--- config.mk ---
export PLATFORM = sky130hd
export DESIGN_NAME = vai_tx_auditor
export DESIGN_NICKNAME = d
export VERILOG_FILES = /design/src/rtl/vai_pkg.sv /design/src/rtl/vai_addr_xlate.sv /design/src/rtl/vai_tx_auditor.sv
export SDC_FILE = /design/constraint.sdc
export NUM_CORES = 1
export LEC_CHECK = 0
export BUFFER_PORTS_ARGS = -buffer_cell sky130_fd_sc_hd__buf_4
export CELL_PAD_IN_SITES_DETAIL_PLACEMENT = 0
export CELL_PAD_IN_SITES_GLOBAL_PLACEMENT = 1
export CORE_AREA = 5 5 601 603
export CTS_BUF_LIST = sky130_fd_sc_hd__clkbuf_4 sky130_fd_sc_hd__clkbuf_8
export CTS_CLUSTER_SIZE = 24
export DETAILED_ROUTE_END_ITERATION = 10
export DIE_AREA = 0 0 606 608
export PLACE_DENSITY = 0.43
export SKIP_LAST_GASP = 1
export SLEW_MARGIN = 20
export SYNTH_ARGS = -nofsm -noshare
export SYNTH_HDL_FRONTEND = slang
export SYNTH_SLANG_ARGS = --single-unit
export TNS_END_PERCENT = 30
--- constraint.sdc ---
create_clock -name clk -period 62.6 [get_ports clk]
set_input_delay 3.13 -clock clk [delete_from_list [all_inputs] [get_ports clk]]
set_output_delay 3.13 -clock clk [all_outputs]
set_load 0.01 [all_outputs]
--- src/rtl/vai_pkg.sv ---
// Shared VAI types: CCI-P Tx port structs, cache-line address/mdata widths, audit error flags.
// Latency: n/a (types and a pure function only).
// Backpressure: n/a.
package vai_pkg;

   localparam int VAI_CLADDR_WIDTH = 42;
   localparam int VAI_MDATA_WIDTH  = 16;

   typedef logic [VAI_CLADDR_WIDTH-1:0] t_vai_claddr;
   typedef logic [VAI_MDATA_WIDTH-1:0]  t_vai_mdata;

   typedef enum logic [3:0] {
      eREQ_RDLINE_I = 4'h0,
      eREQ_RDLINE_S = 4'h1
   } t_ccip_c0_req;

   typedef enum logic [3:0] {
      eREQ_WRLINE_I = 4'h0,
      eREQ_WRLINE_M = 4'h1,
      eREQ_WRPUSH_I = 4'h2,
      eREQ_WRFENCE  = 4'h4
   } t_ccip_c1_req;

   typedef struct packed {
      logic [1:0]   vc_sel;
      logic [1:0]   cl_len;
      t_ccip_c0_req req_type;
      logic [5:0]   rsvd0;
      t_vai_claddr  address;
      t_vai_mdata   mdata;
   } t_ccip_c0_ReqMemHdr;

   typedef struct packed {
      logic [1:0]   vc_sel;
      logic         sop;
      logic [1:0]   cl_len;
      t_ccip_c1_req req_type;
      logic [5:0]   rsvd0;
      t_vai_claddr  address;
      t_vai_mdata   mdata;
   } t_ccip_c1_ReqMemHdr;

   typedef struct packed {
      logic [8:0] tid;
   } t_ccip_c2_RspMmioHdr;

   typedef struct packed {
      t_ccip_c0_ReqMemHdr hdr;
      logic               valid;
   } t_if_ccip_c0_Tx;

   typedef struct packed {
      t_ccip_c1_ReqMemHdr hdr;
      logic [511:0]       data;
      logic               valid;
   } t_if_ccip_c1_Tx;

   typedef struct packed {
      t_ccip_c2_RspMmioHdr hdr;
      logic                mmioRdValid;
      logic [63:0]         data;
   } t_if_ccip_c2_Tx;

   typedef struct packed {
      t_if_ccip_c0_Tx c0;
      t_if_ccip_c1_Tx c1;
      t_if_ccip_c2_Tx c2;
   } t_if_ccip_Tx;

   typedef struct packed {
      logic ovf;
      logic cfg;
   } t_vai_audit_err;

   // Replace the top 'width' bits of mdata with the VM index so Rx responses can be demuxed.
   function automatic t_vai_mdata vai_tag_mdata(input t_vai_mdata mdata,
                                                input t_vai_mdata vmid,
                                                input int         width);
      t_vai_mdata mask;
      mask = ~(16'hFFFF >> width);
      return (mdata & ~mask) | ((vmid << (VAI_MDATA_WIDTH - width)) & mask);
   endfunction

endpackage

--- src/rtl/vai_addr_xlate.sv ---
// Relocates one cache-line address by the per-VM offset and decides drop (overflow / bad offset).
// Latency: 1 cycle, all outputs registered.
// Backpressure: none; a valid input always produces a registered result next cycle.
module vai_addr_xlate
   import vai_pkg::*;
(
   input  logic           i_clk,
   input  logic           i_rst_n,
   input  logic           i_vld,
   input  logic           i_bypass,
   input  t_vai_claddr    i_addr,
   input  logic [63:0]    i_offset,
   output logic           o_vld,
   output t_vai_claddr    o_addr,
   output t_vai_audit_err o_err
);

   logic [VAI_CLADDR_WIDTH:0] w_sum;
   logic                      w_ovf;
   logic                      w_cfg;

   // 43-bit add; the carry out is the overflow indication. Fences skip translation and the check.
   always_comb begin
      w_sum = {1'b0, i_addr} + {1'b0, i_offset[VAI_CLADDR_WIDTH-1:0]};
      w_ovf = i_vld & ~i_bypass & w_sum[VAI_CLADDR_WIDTH];
      w_cfg = i_vld & (|i_offset[63:VAI_CLADDR_WIDTH]);
   end

   // Register the translated address, surviving valid and per-request error pulses.
   always_ff @(posedge i_clk or negedge i_rst_n) begin
      if (!i_rst_n) begin
         o_vld  <= 1'b0;
         o_addr <= '0;
         o_err  <= '0;
      end else begin
         o_vld     <= i_vld & ~w_ovf & ~w_cfg;
         o_addr    <= i_bypass ? i_addr : w_sum[VAI_CLADDR_WIDTH-1:0];
         o_err.ovf <= w_ovf;
         o_err.cfg <= w_cfg;
      end
   end

endmodule

--- src/rtl/vai_tx_auditor.sv ---
// Per-VM CCI-P Tx guard: relocates c0/c1 addresses, tags mdata with VMID, drops bad requests.
// Latency: fixed 2 cycles on every channel (T1 capture, T2 translate/register).
// Backpressure: none; no buffering, flow control is owned upstream. Optional: VAI_AUDIT_STATS_EN.
module vai_tx_auditor
   import vai_pkg::*;
#(
   parameter int NUM_SUB_AFUS = 8,
   parameter int VMID         = 0,
   parameter int VMID_WIDTH   = $clog2(NUM_SUB_AFUS)
) (
   input  logic        clk,
   input  logic        resetb,
   input  logic        sub_reset,
   input  logic [63:0] offset,
   input  t_if_ccip_Tx afu_TxPort,
   output t_if_ccip_Tx mux_TxPort,
   output logic        err_addr_ovf,
   output logic        err_cfg
`ifdef VAI_AUDIT_STATS_EN
   ,
   output logic [31:0] c0_req_cnt,
   output logic [31:0] c1_req_cnt,
   output logic [15:0] drop_cnt
`endif
);

   logic [1:0]         r_rst_sync;
   logic               w_rst_n;
   t_if_ccip_Tx        w_t1_in;
   t_if_ccip_Tx        r_t1_tx;
   logic [63:0]        r_t1_offset;
   logic               w_c0_vld;
   logic               w_c1_vld;
   logic               w_c1_fence;
   t_ccip_c0_ReqMemHdr w_c0_hdr_tag;
   t_ccip_c1_ReqMemHdr w_c1_hdr_tag;
   t_ccip_c0_ReqMemHdr r_t2_c0_hdr;
   t_ccip_c1_ReqMemHdr r_t2_c1_hdr;
   logic [511:0]       r_t2_c1_data;
   t_if_ccip_c2_Tx     r_t2_c2;
   logic               w_c0_vld_out;
   logic               w_c1_vld_out;
   t_vai_claddr        w_c0_addr;
   t_vai_claddr        w_c1_addr;
   t_vai_audit_err     w_err_c0;
   t_vai_audit_err     w_err_c1;
   logic               r_err_ovf;
   logic               r_err_cfg;

   // Reset asserts asynchronously, deassertion is aligned to clk through two flops.
   always_ff @(posedge clk or negedge resetb) begin
      if (!resetb) r_rst_sync <= 2'b00;
      else         r_rst_sync <= {r_rst_sync[0], 1'b1};
   end
   assign w_rst_n = r_rst_sync[1];

   // Soft reset blocks c0/c1 requests from entering T1; c2 is never gated.
   always_comb begin
      w_t1_in          = afu_TxPort;
      w_t1_in.c0.valid = afu_TxPort.c0.valid & ~sub_reset;
      w_t1_in.c1.valid = afu_TxPort.c1.valid & ~sub_reset;
   end

   // T1: capture the Tx port together with the offset so each request uses its own offset.
   always_ff @(posedge clk or negedge w_rst_n) begin
      if (!w_rst_n) begin
         r_t1_tx     <= '0;
         r_t1_offset <= '0;
      end else begin
         r_t1_tx     <= w_t1_in;
         r_t1_offset <= offset;
      end
   end

   // Entries already in T1 are also discarded while soft reset is held.
   always_comb begin
      w_c0_vld     = r_t1_tx.c0.valid & ~sub_reset;
      w_c1_vld     = r_t1_tx.c1.valid & ~sub_reset;
      w_c1_fence   = (r_t1_tx.c1.hdr.req_type == eREQ_WRFENCE);
      w_c0_hdr_tag = r_t1_tx.c0.hdr;
      w_c1_hdr_tag = r_t1_tx.c1.hdr;
      w_c0_hdr_tag.mdata = vai_tag_mdata(r_t1_tx.c0.hdr.mdata, VAI_MDATA_WIDTH'(VMID), VMID_WIDTH);
      w_c1_hdr_tag.mdata = vai_tag_mdata(r_t1_tx.c1.hdr.mdata, VAI_MDATA_WIDTH'(VMID), VMID_WIDTH);
   end

   vai_addr_xlate u_xlate_c0 (
      .i_clk    (clk),
      .i_rst_n  (w_rst_n),
      .i_vld    (w_c0_vld),
      .i_bypass (1'b0),
      .i_addr   (r_t1_tx.c0.hdr.address),
      .i_offset (r_t1_offset),
      .o_vld    (w_c0_vld_out),
      .o_addr   (w_c0_addr),
      .o_err    (w_err_c0)
   );

   vai_addr_xlate u_xlate_c1 (
      .i_clk    (clk),
      .i_rst_n  (w_rst_n),
      .i_vld    (w_c1_vld),
      .i_bypass (w_c1_fence),
      .i_addr   (r_t1_tx.c1.hdr.address),
      .i_offset (r_t1_offset),
      .o_vld    (w_c1_vld_out),
      .o_addr   (w_c1_addr),
      .o_err    (w_err_c1)
   );

   // T2: register the tagged headers, write data and the c2 response alongside the translation.
   always_ff @(posedge clk or negedge w_rst_n) begin
      if (!w_rst_n) begin
         r_t2_c0_hdr  <= '0;
         r_t2_c1_hdr  <= '0;
         r_t2_c1_data <= '0;
         r_t2_c2      <= '0;
      end else begin
         r_t2_c0_hdr  <= w_c0_hdr_tag;
         r_t2_c1_hdr  <= w_c1_hdr_tag;
         r_t2_c1_data <= r_t1_tx.c1.data;
         r_t2_c2      <= r_t1_tx.c2;
      end
   end

   // Merge the registered translated address and valid into the outgoing headers.
   always_comb begin
      mux_TxPort                = '0;
      mux_TxPort.c0.hdr         = r_t2_c0_hdr;
      mux_TxPort.c0.hdr.address = w_c0_addr;
      mux_TxPort.c0.valid       = w_c0_vld_out;
      mux_TxPort.c1.hdr         = r_t2_c1_hdr;
      mux_TxPort.c1.hdr.address = w_c1_addr;
      mux_TxPort.c1.data        = r_t2_c1_data;
      mux_TxPort.c1.valid       = w_c1_vld_out;
      mux_TxPort.c2             = r_t2_c2;
   end

   // Sticky error flags; only the hard reset clears them.
   always_ff @(posedge clk or negedge w_rst_n) begin
      if (!w_rst_n) begin
         r_err_ovf <= 1'b0;
         r_err_cfg <= 1'b0;
      end else begin
         r_err_ovf <= r_err_ovf | w_err_c0.ovf | w_err_c1.ovf;
         r_err_cfg <= r_err_cfg | w_err_c0.cfg | w_err_c1.cfg;
      end
   end

   // Flags rise in the same cycle the dropped request would have left T2.
   assign err_addr_ovf = r_err_ovf | w_err_c0.ovf | w_err_c1.ovf;
   assign err_cfg      = r_err_cfg | w_err_c0.cfg | w_err_c1.cfg;

`ifdef VAI_AUDIT_STATS_EN
   logic [1:0] w_drop_n;

   always_comb begin
      w_drop_n = {1'b0, (w_err_c0.ovf | w_err_c0.cfg)} + {1'b0, (w_err_c1.ovf | w_err_c1.cfg)};
   end

   // Issue and drop counters, wrapping, cleared by either reset.
   always_ff @(posedge clk or negedge w_rst_n) begin
      if (!w_rst_n) begin
         c0_req_cnt <= '0;
         c1_req_cnt <= '0;
         drop_cnt   <= '0;
      end else if (sub_reset) begin
         c0_req_cnt <= '0;
         c1_req_cnt <= '0;
         drop_cnt   <= '0;
      end else begin
         c0_req_cnt <= c0_req_cnt + 32'(w_c0_vld_out);
         c1_req_cnt <= c1_req_cnt + 32'(w_c1_vld_out);
         drop_cnt   <= drop_cnt + 16'(w_drop_n);
      end
   end
`else
   // Statistics counters are not built in this configuration.
`endif

endmodule

==> impl_metrics.yaml <==
placed_design:
  gp_congestion: 0.908
  port-buffer-count: 1522
  place_area_um2: 60900
  place_inst: 8567
  place_hpwl_um: 222000
cts:
  cts.sinks: 1526
  clk_pin_slew_worst_paths_ns: 0.06
  postCtsResizedCells: 0
  clock_latency_ns: 1.00
  cts-htree-levels: 5
  cts-root-buf: "clkbuf_8"
  clock_path_buffers: 4
  cts_hold_buf: 0
  numCtsBuffers: 297
  cts_tree: "yes"
  post_cts_buffers: 0
yosys:
  syn_inst: 2305
  synth_edf_count: 0
  synthFlopType: "dfrtp_1"
  synth_top_area_share_pct: 88.0
  synth_seq_cells: 1526
  synth_compound_area_share_pct: 4.72
  synth-simple-area-share_pct: 2.52
  synth.distinct_cells: 62
  synth_commonest_cells: "1526 x dfrtp_1, 85 x a21oi_1, 85 x nand2_1, 84 x ha_1, 78 x o21ai_0"
  synth_top_family_by_area: "compound AO/OA/AOI/OAI gates"
  synthAdderAreaFrac_pct: 2.51
  synth_xor_xnor_area_share_pct: 1.45
  syn_area_um2: 43400
  yosys.area.top_type: "dfrtp_1"
  synthMuxAreaShare_pct: 0.127
  synthTopCellsByArea: "dfrtp_1 88%, ha_1 2.4%, a21o_1 1.0%"
  async_flop_share_pct: 100
  yosysWarnings: 0
  yosysSeqAreaShare_pct: 88.0
  syn_area_per_cell_um2: 18.8
  yosysMostFrequentCell: "dfrtp_1"
die:
  initial_core_util_pct: 12.2
  rows: 219
  die_y_um: 608
  die_w_um: 606
  num_io_pins: 1535
  dieArea_um2: 368000
  core_area_um2: 355000
worst_setup_path:
  cp-startpoint: "r_rst_sync[1]$_DFF_PN0_"
  arrival_ns: 6.84
  r2r-start: "r_rst_sync[1]$_DFF_PN0_"
  r2r_end: "mux_TxPort[32]$_DFF_PN0_"
  cp.required_ns: 63.60
  endpoint_kind: "async pin"
  worst_setup_path_start_kind: "flip-flop"
  reg2reg_depth: 7
  critical_path_class: "reg2async"
  setup.worst_path.end: "mux_TxPort[32]$_DFF_PN0_"
  path_max_fanout: 167
  timing.reg2reg.setup_slack_ns: 56.77
worst_hold_path:
  hold_path.class: "reg2reg"
global_route:
  grt_pass1_wl_um: 331000
  antenna_found_initial: 171
  first_global_vias: 30621
  grt_max_degree: 168
  grt_usage_pct: 13.8
  overflow: 0
timing:
  clock_skew_ns: 0.0861
  fin_tns_setup_ns: 0
  worstMarginPinSlew_ns: 1.01
  max_freq_ghz: 0.171
  hold_viol: 0
  fin_crit_ns: 5.83
  rsz0062_at_grt: "false"
  maxSlewHeadroom_pct: 32.1
  maxSlewViolCount: 0
  final-setup-viol-count: 0
  fin_crit_sh_pct: 9.32
final_layout:
  final_cell_area_um2: 67500
  final_core_util_pct: 19.0
  fin_cells: 9134
  final_nets: 5001
  final_layout_size_suffix_gt1_share_pct: 48.3
  synthToLayoutAreaGrowth_pct: 55.6
route:
  dr.pass1.iters: 5
  drtIter0Drc: 1158
  drc: 0
  wl_per_cell_um: 28.6
  wirelength_um: 261000
  viasPerCell: 2.99
  postRouteAntennaNets: 0
  dr_total_vias: 27269
power_and_ir_drop:
  max-vdd-ir-drop_v: 0.0000226
  powerDensity_nw_per_um2: 35.5
  p_switching_uw: 624
  clkPwrFrac_pct: 45.8
  p_leak_uw: 0.0310
  power_switching_share_pct: 26.0
  total_power_uw: 2400
  combPwrFrac_pct: 9.4
  pwr-share-seq_pct: 44.8
  p_int_uw: 1780
outcome:
  status: "complete, no violations"
flow_run:
  cap_violations: 0
-- cells in the final DEF (no fill, tap or decap), drive strengths merged, types with 6 or more instances in the layout --
master | netlist | routed
diode | 0 | 35
nand4 | 19 | 19
nand2b | 6 | 6
conb | 2 | 7
o21bai | 14 | 14
xnor2 | 47 | 47
nor2 | 45 | 45
ha | 84 | 84
a211oi | 12 | 12
o21ai | 79 | 79
clkbuf | 35 | 453
buf | 10 | 1551
nand3 | 21 | 21
a21o | 60 | 60
clkinv | 0 | 36
dfrtp | 1526 | 1526
o31ai | 7 | 7
a31oi | 12 | 12
xor2 | 25 | 25
inv | 23 | 42
nor2b | 9 | 9
bufinv | 0 | 12
a21oi | 85 | 85
clkinvlp | 0 | 12
nor4 | 8 | 8
nand2 | 85 | 85
and3 | 7 | 7
nor3 | 10 | 10
o21a | 14 | 14
-- metrics by stage --
stage               hold WS [ns]  setup WS [ns]
global route               0.320          55.80
detailed placement         0.335          56.24
CTS                        0.315          56.14
finish                     0.310          56.77
global placement           0.331          56.40
floorplan                  0.331          16.91
-- power by group through the flow --
| stage | clock, µW | sequential, µW | combinational, µW |
|---|---|---|---|
| after floorplan | 0 | 1110 | 44.7 |
| after global placement | 0 | 1090 | 237 |
| after detailed placement | 0 | 1090 | 237 |
| after CTS | 1150 | 1080 | 238 |
| after global routing | 1190 | 1080 | 247 |
| final | 1100 | 1080 | 227 |
-- worst max-delay path, cell delays in order (launching register included) --
cell and delay [ns]:
dfrtp_4 0.86, buf_12 0.68, buf_6 0.63, buf_4 0.81
buf_4 0.61, buf_4 0.54, buf_4 0.64, buf_4 0.65
-- worst min path at each step --
stage                                 from                           to  slack (ns)  cells past startpoint
detailed placement   r_t1_tx[40]$_DFF_PN0_     mux_TxPort[40]$_DFF_PN0_        0.33                      0
global placement    r_t1_tx[590]$_DFF_PN0_    mux_TxPort[590]$_DFF_PN0_        0.33                      0
finish              r_t1_tx[323]$_DFF_PN0_  r_t2_c1_data[248]$_DFF_PN0_        0.31                      0
floorplan             r_t1_tx[0]$_DFF_PN0_      mux_TxPort[0]$_DFF_PN0_        0.33                      0
global route        r_t1_tx[323]$_DFF_PN0_  r_t2_c1_data[248]$_DFF_PN0_        0.32                      0
CTS                 r_t1_tx[323]$_DFF_PN0_  r_t2_c1_data[248]$_DFF_PN0_        0.32                      0
-- per-layer routing --
metal	global-route usage, %	up-vias	share of wire, %
li1	-	11411	-
met1	13.4	13871	33
met2	25.5	1376	53
met3	7.49	545	12
met4	2.79	66	2.4
met5	0	-	0.17
-- logic make-up (layout without fill, tap and decap cells) --
| group | Yosys count | after routing |
|---|---|---|
| AO/OA/AOI/OAI | 318 | 318 |
| adder cells (fa/ha/maj) | 86 | 86 |
| flip-flops | 1526 | 1526 |
| buffers and inverters | 68 | 2106 |
| XOR/XNOR | 72 | 72 |
| other | 2 | 42 |
| AND/OR/NAND/NOR | 228 | 228 |
| multiplexers | 5 | 5 |
-- registers in the layout, summed over array words and instances (netlist names), 2 cells and up --
| register | cells |
|---|---|
| mux_TxPort | 129 |
| r_t1_tx | 727 |
| u_xlate_c0.o_addr | 42 |
| r_rst_sync | 2 |
| u_xlate_c1.o_addr | 42 |
| r_t1_offset | 64 |
| r_t2_c1_data | 512 |
| u_xlate_c1.o_err | 2 |
| u_xlate_c0.o_err | 2 |
-- layout make-up --
cell class | count | area, µm²
Antenna cell | 35 | 87.6
Tap cell | 4751 | 5940
Clock inverter | 79 | 886
Multi-Input combinational cell | 716 | 4990
Sequential cell | 1526 | 38200
Fill cell | 38422 | 287000
Inverter | 23 | 86.3
Clock buffer | 453 | 5670
Timing Repair Buffer | 1551 | 11700
No activity file was read; power rests on OpenSTA's default activity.
